==> src/rtl/filter_pkg.sv <==
// Shared constants, types and the output saturation helper for the tap FIR.
package filter_pkg;

  localparam int NTAPS     = 8;
  localparam int DW        = 16;
  localparam int CW        = 16;
  localparam int FRAC_BITS = 14;
  localparam int ACC_W     = 36;
  localparam int PROD_W    = DW + CW;

  typedef enum logic [1:0] {
    IDLE = 2'd0,
    MAC  = 2'd1,
    DONE = 2'd2
  } state_t;

  typedef logic signed [DW-1:0] sample_t;
  typedef logic signed [CW-1:0] coef_t;

  localparam logic signed [ACC_W-1:0] SAT_MAX = 36'sd32767;
  localparam logic signed [ACC_W-1:0] SAT_MIN = -36'sd32768;

  // Drop the Q2.14 fraction (floor, via arithmetic shift) and clip to 16 bits.
  function automatic sample_t sat16(input logic signed [ACC_W-1:0] acc);
    logic signed [ACC_W-1:0] sh;
    sh = acc >>> FRAC_BITS;
    if (sh > SAT_MAX)      return 16'sh7FFF;
    else if (sh < SAT_MIN) return 16'sh8000;
    else                   return sh[DW-1:0];
  endfunction

endpackage

==> src/rtl/tap_mac.sv <==
// Registered signed multiply-accumulate with synchronous clear and enable.
module tap_mac
  import filter_pkg::*;
(
  input  logic                    clk,
  input  logic                    i_clr,
  input  logic                    i_en,
  input  coef_t                   i_a,
  input  sample_t                 i_b,
  output logic signed [ACC_W-1:0] o_acc
);

  logic signed [PROD_W-1:0] w_prod;
  logic signed [ACC_W-1:0]  w_prod_ext;
  logic signed [ACC_W-1:0]  r_acc;

  assign w_prod     = i_a * i_b;
  assign w_prod_ext = {{(ACC_W-PROD_W){w_prod[PROD_W-1]}}, w_prod};
  assign o_acc      = r_acc;

  // Accumulator: clear wins over enable.
  always_ff @(posedge clk) begin
    if (i_clr)     r_acc <= '0;
    else if (i_en) r_acc <= r_acc + w_prod_ext;
  end

endmodule

==> src/rtl/tap_fir_filter.sv <==
// 8-tap time-multiplexed FIR: one MAC per clock, one sample every 10 clocks.
//
//   state | meaning
//   IDLE  | ready high; waits for sampleValid, then shifts sample in and snapshots taps
//   MAC   | eight accumulate cycles, tap index 0..7
//   DONE  | scale, saturate and publish sampleOut with a one-cycle outValid
module tap_fir_filter
  import filter_pkg::*;
(
  input  logic                 clk,
  input  logic                 reset,
  input  logic [NTAPS*CW-1:0]  allTaps,
  input  logic [DW-1:0]        sampleIn,
  input  logic                 sampleValid,
  output logic                 ready,
  output logic [DW-1:0]        sampleOut,
  output logic                 outValid
);

  state_t                  r_state;
  sample_t                 r_x   [NTAPS];
  coef_t                   r_tap [NTAPS];
  logic [2:0]              r_idx;
  sample_t                 r_sample_out;
  logic                    r_out_valid;

  logic                    w_accept;
  logic                    w_clr;
  logic                    w_en;
  logic signed [ACC_W-1:0] w_acc;

  assign ready     = (r_state == IDLE);
  assign w_accept  = sampleValid && (r_state == IDLE);
  // Reset also clears the accumulator so an aborted sum never leaks out.
  assign w_clr     = !reset || w_accept;
  assign w_en      = (r_state == MAC);
  assign sampleOut = r_sample_out;
  assign outValid  = r_out_valid;

  tap_mac u_mac (
    .clk   (clk),
    .i_clr (w_clr),
    .i_en  (w_en),
    .i_a   (r_tap[r_idx]),
    .i_b   (r_x[r_idx]),
    .o_acc (w_acc)
  );

  // Sequencer, delay line, tap snapshot and output register.
  always_ff @(posedge clk) begin
    if (!reset) begin
      r_state      <= IDLE;
      r_idx        <= '0;
      r_sample_out <= '0;
      r_out_valid  <= 1'b0;
      for (int k = 0; k < NTAPS; k++) begin
        r_x[k]   <= '0;
        r_tap[k] <= '0;
      end
    end else begin
      r_out_valid <= 1'b0;
      case (r_state)
        IDLE: begin
          if (sampleValid) begin
            r_x[0] <= sampleIn;
            for (int k = 1; k < NTAPS; k++) r_x[k] <= r_x[k-1];
            // tap0 lives in the MSBs of the bus
            for (int k = 0; k < NTAPS; k++)
              r_tap[k] <= allTaps[NTAPS*CW-1-CW*k -: CW];
            r_idx   <= '0;
            r_state <= MAC;
          end
        end
        MAC: begin
          r_idx <= r_idx + 3'd1;
          if (r_idx == 3'(NTAPS-1)) r_state <= DONE;
        end
        DONE: begin
          r_sample_out <= sat16(w_acc);
          r_out_valid  <= 1'b1;
          r_state      <= IDLE;
        end
        default: r_state <= IDLE;
      endcase
    end
  end

endmodule

==> config.mk <==
export PLATFORM = sky130hd
export DESIGN_NAME = tap_fir_filter
export DESIGN_NICKNAME = d
export VERILOG_FILES = /design/src/rtl/filter_pkg.sv /design/src/rtl/tap_mac.sv /design/src/rtl/tap_fir_filter.sv
export SDC_FILE = /design/constraint.sdc
export NUM_CORES = 1
export LEC_CHECK = 0
export ABC_AREA = 1
export CORE_MARGIN = 2
export CORE_UTILIZATION = 35
export DETAILED_ROUTE_END_ITERATION = 6
export DONT_BUFFER_PORTS = 1
export SETUP_SLACK_MARGIN = 0.05
export SLEW_MARGIN = 20
export SYNTH_ARGS = -nofsm -noshare
export SYNTH_HDL_FRONTEND = slang
export SYNTH_HIERARCHICAL = 1
export SYNTH_SLANG_ARGS = --single-unit
==> constraint.sdc <==
create_clock -name clk -period 13.9 [get_ports clk]
set_input_delay 1.39 -clock clk [delete_from_list [all_inputs] [get_ports clk]]
set_output_delay 1.39 -clock clk [all_outputs]
set_load 0.01 [all_outputs]
==> flow_summary.yaml, run 1 <==
sta:
  final-hold-violation-count: 0
  period_share_pct: 58.6
  rsz0062_at_grt: "false"
  slew_violations: 0
  tightest_slew_ps: 1080
  fmax_mhz: 123
  finalSetupViolations: 0
  setup_tns_ps: 0
  finClkSkew_ps: 21.2
  fin_crit_ps: 8140
  maxSlewHeadroom_pct: 28.0
logic_synthesis:
  ys_warn_count: 6
  synth.distinct_cells: 37
  synth_commonest_cells: "898 x inv_1, 734 x nand2_1, 390 x nor2_1"
  synth-async-reset-ratio_pct: 0
  ys_seq_area_share_pct: 32.9
  syn-cell-area_sq_mm: 0.0271
  ys_ff_latch: 317
  post-synth-top-area-cell: "edfxtp_1"
  syn_nets: 3897
  netlist.area_leader.share_pct: 28.4
  syn_area_per_cell_sq_um: 8.13
  synth_area_leaders: "edfxtp_1 28%, fa_1 23%, inv_1 12%, nand2_1 10%, nor2_1 5.4%"
  synth.most_common_cell: "inv_1"
  synth_cells: 3327
  synth-edff-count: 256
  synthFlopType: "edfxtp_1"
cts:
  cts_resized: 0
  clk_pin_slew_ps: 60
  clk_latency_ps: 560
  htree_levels: 2
  cts_buffers: 36
  cts_buffer_depth: 3
  cts_tree: "yes"
  clock-sinks: 317
  postCtsHoldBufs: 0
  cts-root-buf: "clkbuf_16"
  cts_setup_buffers: 0
grt:
  grt_overflow_total: 0
  grt_pass1_vias: 20300
  grt_pass1_wl_mm: 107
  grt_max_degree: 172
  grt_use_total_pct: 17.0
  antenna_found_initial: 0
setup_path:
  end_kind: "flop"
  critPathLaunchType: "flop"
  cp.required_ps: 14350
  crit_fanout: 104
  cp.arrival_ps: 8600
  path_class: "flop to flop"
detailed_routing:
  postRouteAntennaNets: 0
  drc: 0
  drt_iter0_drc: 1248
  wire_per_inst_um: 15.1
  vias: 19400
  via_per_inst: 4.53
  wl_mm: 64.6
  firstDrtPassIters: 7
floorplanning:
  rows: 101
  core_area_sq_mm: 0.0762
  start_util_pct: 35.5
  die_h_um: 282
  dieArea_sq_mm: 0.0795
  ioPinCount: 165
  dieWidth_um: 282
outcome:
  status: "complete, no violations"
min_path:
  worstHoldPathType: "flop to flop"
cells_and_area:
  area_growth_pct: 7.16
  antenna_cells: 0
  nets: 3797
  fillers: 7865
  layout-drive-gt1-share_pct: 2.89
placed_design:
  portBuffers: 0
  finalWeightedCongestion: 0.870
  dp_hpwl_mm: 48.8
run:
  maxCapViolations: 0
## cell families after synthesis
logic type / after synthesis / synth area share, %
AND/OR/NAND/NOR: 1220 / 17.6
buffers and inverters: 1056 / 15.0
adder cells (fa/ha/maj): 423 / 28.3
flip-flops: 317 / 32.9
AO/OA/AOI/OAI: 299 / 5.81
XOR/XNOR: 12 / 0.388
## per-layer routing
| layer | wire, um | GRT usage [%] | vias to the layer above |
|---|---|---|---|
| li1 | - | - | 9567 |
| met1 | 29100 | 22.2 | 9394 |
| met2 | 32200 | 30.3 | 349 |
| met3 | 2300 | 1.97 | 70 |
| met4 | 996 | 3.49 | 0 |
| met5 | 0 | 0 | - |
## state kept, by name, summed over array words and instances (netlist names), named ones only
register     count
outValid         1
r_tap          128
sampleOut       16
r_idx            3
u_mac/o_acc     36
r_x            128
r_state          2
## per-stage QoR
step | worst slack [ps] | instance area [sq um] | hold slack (ps) | util (%) | instances
2_1_floorplan | 5790 | 27100 | 444 | - | 3327
3_3_place_gp | 5860 | 27800 | 487 | 36.5 | 4219
3_5_place_dp | 5750 | 27800 | 494 | 36.5 | 4219
4_1_cts | 5740 | 29000 | 507 | 38.0 | 4282
5_1_grt | 5130 | 29000 | 534 | 38.0 | 4282
6_report | 5760 | 29000 | 506 | 38.0 | 4282
## path summary, 6_finish.rpt
path                                  end                        start  depth (start not counted)  slack (ps)
max          u_mac/o_acc[29]$_SDFFE_PP0P_                         flop                         26        5760
min reg2reg   u_mac/o_acc[0]$_SDFFE_PP0P_  u_mac/o_acc[0]$_SDFFE_PP0P_                          2         510
min           u_mac/o_acc[0]$_SDFFE_PP0P_  u_mac/o_acc[0]$_SDFFE_PP0P_                          2         510
max reg2reg  u_mac/o_acc[29]$_SDFFE_PP0P_                         flop                         26        5760
## cell usage in the layout (no fill, tap or decap), types with 4 or more instances in the layout
| cell type | n |
|---|---|
| a21oi_1 | 87 |
| and2_1 | 6 |
| and3_1 | 4 |
| buf_4 | 12 |
| clkbuf_1 | 11 |
| clkbuf_16 | 37 |
| clkinv_1 | 5 |
| dfxtp_1 | 59 |
| edfxtp_1 | 256 |
| fa_1 | 314 |
| ha_1 | 109 |
| inv_1 | 898 |
| inv_2 | 4 |
| nand2_1 | 733 |
| nand2_2 | 8 |
| nand3_1 | 57 |
| nand4_1 | 6 |
| nor2_1 | 389 |
| o211ai_1 | 4 |
| o21ai_0 | 157 |
| o21ai_1 | 13 |
| o22ai_1 | 32 |
| xor2_1 | 10 |
## critical path: stages, from the launching register on
cell	delay, ps
dfxtp_4	420
inv_4	320
buf_4	860
o21ai_0	170
o22ai_1	180
nand2_1	70
nand2_1	590
nand2_1	210
fa_1	620
fa_1	740
inv_1	210
fa_1	550
inv_1	60
fa_1	550
fa_1	430
fa_1	500
inv_1	50
ha_1	410
nand2_1	140
nor2_1	250
nand2_1	140
nor2_1	100
nand2_1	100
nand4_1	90
nand3_1	100
nand2_1	80
inv_1	30
## final cells by class
| cell class | instances | area [sq um] | area share, % |
|---|---|---|---|
| Clock inverter | 15 | 189 | 0.652 |
| Timing Repair Buffer | 13 | 110 | 0.380 |
| Inverter | 905 | 3400 | 11.7 |
| Multi-Input combinational cell | 1954 | 14100 | 48.7 |
| Clock buffer | 48 | 967 | 3.34 |
| Sequential cell | 317 | 8910 | 30.7 |
| Tap cell | 1030 | 1290 | 4.45 |
Power of run 1 is left out: the tool's default activity adds up to more than one toggle a clock period on the data nets, which glitch-free logic cannot reach.
==> run 2, diff against run 1 <==
--- a/config.mk
+++ b/config.mk
@@ -5,7 +5,7 @@
 export SDC_FILE = /design/constraint.sdc
 export NUM_CORES = 1
 export LEC_CHECK = 0
-export ABC_AREA = 1
+export ABC_AREA = 0
 export CORE_MARGIN = 2
 export CORE_UTILIZATION = 35
 export DETAILED_ROUTE_END_ITERATION = 6
==> constraint.sdc (replaced) <==
create_clock -name clk -period 7.9 [get_ports clk]
set_input_delay 0.79 -clock clk [delete_from_list [all_inputs] [get_ports clk]]
set_output_delay 0.79 -clock clk [all_outputs]
set_load 0.01 [all_outputs]
==> run 2 against run 1 <==
Sequential share of layout area is 1.5 points higher; first-iteration DRC count shrank 9.0%; worst setup slack lost 5300 ps; register-to-register slack worse by 5300 ps; fmax up 8.7%; count of clock-buffer cells in the layout decreased by 1; non-clock buffer count rose by 7; area after synthesis down 6.1%; cell area is 4.5% lower; hold slack worse by 120 ps; critical path type unchanged.
==> flow_summary.yaml, run 2 <==
setup_path:
  slowest_delay_ps: 660
  end_kind: "flop"
  ff2ff_path_depth: 25
  cp.required_ps: 8370
  reg2reg_to: "u_mac/o_acc[33]$_SDFFE_PP0P_"
  crit_fanout: 18
  critPathSlowestCell: "fa_1"
  path_class: "flop to flop"
  r2r_slack_ps: 410
  cp.arrival_ps: 7960
  critPathLaunchType: "flop"
cts:
  clock-sinks: 317
  cts_setup_buffers: 0
  cts_buffers: 39
  cts_tree: "yes"
  clk_latency_ps: 580
  cts_resized: 0
  cts_buffer_depth: 3
  htree_levels: 2
  postCtsHoldBufs: 0
  cts-root-buf: "clkbuf_16"
  clk_pin_slew_ps: 60
run:
  maxCapViolations: 0
detailed_routing:
  wl_mm: 59.4
  via_per_inst: 4.90
  firstDrtPassIters: 5
  postRouteAntennaNets: 0
  wire_per_inst_um: 19.3
  drc: 0
  drt_iter0_drc: 1136
  vias: 15100
cells_and_area:
  multiInputGateArea_sq_mm: 0.0148
  layout_commonest_cell: "and2_1"
  area_growth_pct: 9.03
  layout_common_cells: "384 x and2_1, 354 x inv_1, 314 x fa_1"
  layout-drive-gt1-share_pct: 6.02
  fillers: 6871
  stdcell_area_sq_mm: 0.0277
  fin_util_pct: 38.7
  ff_latch_area_sq_mm: 0.00891
  nets: 2668
grt:
  antenna_found_initial: 1
  grt_overflow_total: 0
  grt_pass1_vias: 16400
  grt_max_degree: 148
  grt_pass1_wl_mm: 94.3
  grt_use_total_pct: 16.2
logic_synthesis:
  netlist.area_leader.share_pct: 30.3
  synth_commonest_cells: "384 x and2_1, 354 x inv_1, 314 x fa_1"
  ys_ff_latch: 317
  synth_cells: 2133
  syn_area_per_cell_sq_um: 11.9
  syn_nets: 2703
  ys_warn_count: 6
  synth.most_common_cell: "and2_1"
  synth.distinct_cells: 65
  syn-cell-area_sq_mm: 0.0254
  post-synth-top-area-cell: "edfxtp_1"
  synthFlopType: "edfxtp_1"
  synth_area_leaders: "edfxtp_1 30%, fa_1 25%, and2_1 9.5%, mux4_1 6.6%, ha_1 5.4%"
  synth-edff-count: 256
  synth-async-reset-ratio_pct: 0
  ys_seq_area_share_pct: 35.1
min_path:
  worstHoldStart: "reset"
  hold_path_depth: 2
  worstHoldPathType: "primary input to flop"
  whs_endpoint: "r_state[0]$_SDFFE_PN0P_"
power_and_ir_drop:
  pwr-share-clk_pct: 17.0
  internal_power_uw: 5910
  p_seq_share_pct: 19.3
  vdd_drop_max_v: 0.000327
  leakage_uw: 0.0122
  netSwitchingPower_uw: 4850
  power_uw: 10800
  p_comb_share_pct: 63.7
  power_density_mw_per_mm2: 389
  swShare_pct: 45.1
placed_design:
  pre_cts_ws_ps: 307
  portBuffers: 0
  dp_hpwl_mm: 44.3
  placed_area_sq_mm: 0.0264
  finalWeightedCongestion: 0.878
floorplanning:
  die_h_um: 273
  dieWidth_um: 273
  dieArea_sq_mm: 0.0747
  core_area_sq_mm: 0.0716
  ioPinCount: 165
  start_util_pct: 35.5
  rows: 98
sta:
  final-hold-violation-count: 0
  finClkSkew_ps: 32.1
  setup_tns_ps: 0
  fin_crit_ps: 7490
  slew_violations: 0
  period_share_pct: 94.8
  tightest_slew_ps: 1020
  fmax_mhz: 134
  worst_slack_ps: 413
  rsz0062_at_grt: "true"
  maxSlewHeadroom_pct: 32.2
  finalSetupViolations: 0
outcome:
  status: "complete, no violations"
-- run 2: worst max path at each step --
stage / from / end / slack [ps] / cells after the start
2_1_floorplan: flop / u_mac/o_acc[33]$_SDFFE_PP0P_ / 820 / 26
3_3_place_gp: flop / u_mac/o_acc[33]$_SDFFE_PP0P_ / 400 / 25
3_5_place_dp: flop / u_mac/o_acc[33]$_SDFFE_PP0P_ / 310 / 25
4_1_cts: flop / u_mac/o_acc[33]$_SDFFE_PP0P_ / 280 / 25
5_1_grt: flop / u_mac/o_acc[33]$_SDFFE_PP0P_ / 10 / 22
6_report: flop / u_mac/o_acc[33]$_SDFFE_PP0P_ / 410 / 25
-- run 2: metrics by stage --
step                cells  hold WS (ps)
floorplan            2133           460
global placement     3007           478
detailed placement   3007           493
CTS                  3078           328
global route         3079           359
finish               3080           386
-- run 2: layout make-up --
type / count / share of cell area [%]
flip-flops and latches: 317 / 32.2
diodes: 2 / 0.0181
clock inverters: 24 / 1.06
clock buffers: 47 / 3.63
well taps: 950 / 4.29
repair buffers: 20 / 0.705
inverters: 355 / 4.81
multi-input cells: 1365 / 53.3
-- run 2: per-layer routing --
| layer | track usage (%) | share of wire [%] | up-vias |
|---|---|---|---|
| li1 | - | - | 6905 |
| met4 | 3.15 | 1.5 | 0 |
| met5 | 0 | 0 | - |
| met2 | 25.0 | 44 | 470 |
| met1 | 23.7 | 48 | 7664 |
| met3 | 3.04 | 6.3 | 64 |
-- run 2: power by group through the flow --
stage / combinational, uW / sequential, uW / clock (uW)
2_1_floorplan: 5250 / 2060 / 0
3_3_place_gp: 6710 / 2100 / 0
3_5_place_dp: 6780 / 2110 / 0
4_1_cts: 6820 / 2070 / 1880
5_1_grt: 7840 / 2090 / 1940
6_report: 6860 / 2070 / 1830
-- run 2: worst max-delay path, delay by kind of cell, from the launching register on --
kind,cells,cell delay (ps)
buffers and inverters,7,760
multiplexers,3,1300
adder cells (fa/ha/maj),7,3440
AO/OA/AOI/OAI,5,830
AND/OR/NAND/NOR,3,580
flip-flops,1,460
-- run 2: kinds of logic (layout without fill, tap and decap cells) --
logic type,Yosys count,after routing,share of synthesized area [%]
flip-flops,317,317,35.1
multiplexers,118,118,8.92
buffers and inverters,451,446,6.91
adder cells (fa/ha/maj),423,423,30.1
AO/OA/AOI/OAI,143,143,3.98
other,0,2,0
AND/OR/NAND/NOR,651,651,13.9
XOR/XNOR,30,30,1.03
(Power assumes the default switching activity.)
==> run 3, diff against run 2 <==
--- a/config.mk
+++ b/config.mk
@@ -16,3 +16,4 @@
 export SYNTH_HDL_FRONTEND = slang
 export SYNTH_HIERARCHICAL = 1
 export SYNTH_SLANG_ARGS = --single-unit
+export TNS_END_PERCENT = 50
==> constraint.sdc (replaced) <==
create_clock -name clk -period 7 [get_ports clk]
set_input_delay 0.7 -clock clk [delete_from_list [all_inputs] [get_ports clk]]
set_output_delay 0.7 -clock clk [all_outputs]
set_load 0.01 [all_outputs]
==> run 3 against run 2 <==
The run now ends with negative setup slack left; sequential share of layout area down 2.6 points; worst setup slack got worse by 430 ps; wire length is 5.7% higher; flip-flop and latch count did not move; clock power rose by 7%; via count up 6.6%; fmax rose by 6.7%; non-clock buffer count rose by 204; highest routed layer unchanged.
==> flow_summary.yaml, run 3 (synthesis results as in run 2) <==
grt:
  antenna_found_initial: 1
  grt_pass1_wl_mm: 99.3
  grt_pass1_vias: 17600
  grt_max_degree: 172
  grt_overflow_total: 0
  grt_util_met2_pct: 27.5
  top_usage_layer: "met2"
  grt_use_met1_pct: 23.5
  grt_use_total_pct: 16.9
  use_met3_pct: 3.21
cells_and_area:
  layout_common_cells: "365 x and2_1, 334 x inv_1, 287 x fa_1"
  area_growth_pct: 18.7
  nets: 2873
  ff_latch_area_sq_mm: 0.00891
  multiInputGateArea_sq_mm: 0.0154
  stdcell_area_sq_mm: 0.0301
  fillers: 6719
  layout-drive-gt1-share_pct: 21.8
  instances_no_fill: 3282
  layout_commonest_cell: "and2_1"
floorplanning:
  ioPinCount: 165
  dieArea_sq_mm: 0.0747
  start_util_pct: 35.5
  dieWidth_um: 273
  core_area_sq_mm: 0.0716
  rows: 98
  die_h_um: 273
setup_path:
  crit_chain: "buf_12 -> buf_12 -> buf_16 -> mux4_2 -> mux2_4 -> buf_12 -> and2_1 -> fa_1 -> fa_1 -> fa_2 -> fa_1 -> fa_1 -> inv_2 -> fa_1 -> inv_2 -> ha_4 -> nand2_4 -> o211ai_1 -> a32oi_2 -> a31oi_1 -> o211ai_1 -> and2_1 -> mux2_4 -> a31o_1"
  crit_fanout: 12
  critPathLaunchType: "flop"
  end_kind: "flop"
  reg2reg_to: "u_mac/o_acc[33]$_SDFFE_PP0P_"
  cp.arrival_ps: 7480
  ff2ff_path_depth: 24
  critPathSlowestCell: "fa_2"
  critPathBufInv: 6
  slowest_delay_ps: 580
  path_class: "flop to flop"
  critPathTopFamily: "adder cells"
  r2r_slack_ps: -20
  cp.required_ps: 7460
  crit_top_cell: "fa_1"
sta:
  holdWs_ps: 318
  maxSlewHeadroom_pct: 27.9
  fmax_mhz: 142
  final-hold-violation-count: 0
  fin_crit_ps: 7020
  finalSetupViolations: 1
  period_share_pct: 100
  setup_tns_ps: -19.9
  slew_violations: 0
  rsz0062_at_grt: "true"
  worst_slack_ps: -19.9
  finClkSkew_ps: 18.0
  tightest_slew_ps: 1080
run:
  maxCapViolations: 0
placed_design:
  dp_hpwl_mm: 46.5
  placed_area_sq_mm: 0.0277
  placed_cells: 3159
  portBuffers: 0
  finalWeightedCongestion: 0.861
  pre_cts_ws_ps: -226
detailed_routing:
  vias: 16100
  postRouteAntennaNets: 0
  firstDrtPassIters: 5
  via_per_inst: 4.90
  drt_iter0_drc: 1072
  wire_per_inst_um: 19.1
  wl_mm: 62.7
  drc: 0
cts:
  cts-root-buf: "clkbuf_16"
  postCtsHoldBufs: 0
  htree_levels: 2
  clk_pin_slew_ps: 60
  clock-sinks: 317
  cts_buffer_depth: 3
  clk_latency_ps: 570
  cts_tree: "yes"
  cts_buffers: 37
power_and_ir_drop:
  power_density_mw_per_mm2: 523
  vdd_drop_max_v: 0.000652
  leakage_uw: 0.0133
outcome:
  violations: "negative setup slack"
  status: "finished, violations left"
min_path:
  worstHoldStart: "sampleIn[9]"
  whs_endpoint: "r_x[0][9]$_SDFFCE_PN0P_"
  worstHoldPathType: "primary input to flop"
  hold_path_depth: 1
[run 3: metrics by stage]
stage / total power [uW] / util [%]
3_5_place_dp: 11600 / 38.7
3_3_place_gp: 11400 / 38.7
4_1_cts: 14800 / 41.5
6_report: 15800 / 42.1
2_1_floorplan: 8260 / -
5_1_grt: 17100 / 42.1
[run 3: layout make-up]
| type | instances | share of cell area (%) |
|---|---|---|
| flip-flops and latches | 317 | 29.6 |
| repair buffers | 224 | 7.09 |
| clock buffers | 44 | 3.24 |
| well taps | 950 | 3.94 |
| clock inverters | 23 | 0.756 |
| diodes | 1 | 0.00830 |
| multi-input cells | 1368 | 51.0 |
| inverters | 355 | 4.43 |
[run 3: report_power, final]
part           switching, uW  internal, uW
registers                107          2240
logic                   5840          5630
clock network            843          1120
total                   6790          8990
[run 3: worst max path at each step]
| stage | end | slack [ps] | cells after the start |
|---|---|---|---|
| finish | u_mac/o_acc[33]$_SDFFE_PP0P_ | -20 | 24 |
| floorplan | u_mac/o_acc[20]$_SDFFE_PP0P_ | 30 | 26 |
| global route | u_mac/o_acc[33]$_SDFFE_PP0P_ | -250 | 27 |
| global placement | u_mac/o_acc[20]$_SDFFE_PP0P_ | -170 | 25 |
| detailed placement | u_mac/o_acc[20]$_SDFFE_PP0P_ | -230 | 25 |
| CTS | u_mac/o_acc[20]$_SDFFE_PP0P_ | -70 | 26 |
[run 3: worst reg2reg max path: cells and delay by family, from the launching register on]
family	cells	cell delay (ps)
and+or+nand+nor	3	400
adders and majority gates	7	3410
DFF	1	400
AOI/OAI and AO/OA	5	970
buffers and inverters	6	600
muxes	3	1120
[run 3: timing repair]
action,CTS,global route
cloned,6,1
setup buffers,30,21
pin swaps,66,82
setup endpoints to repair,17,20
endpoints found under the hold margin,0,0
resized for setup,138,123
[run 3: metal layers]
metal  up-vias  wire [um]
met4         0       1160
met5         -          0
met1      8270      28200
li1       7287          -
met3        83       3590
met2       454      29800
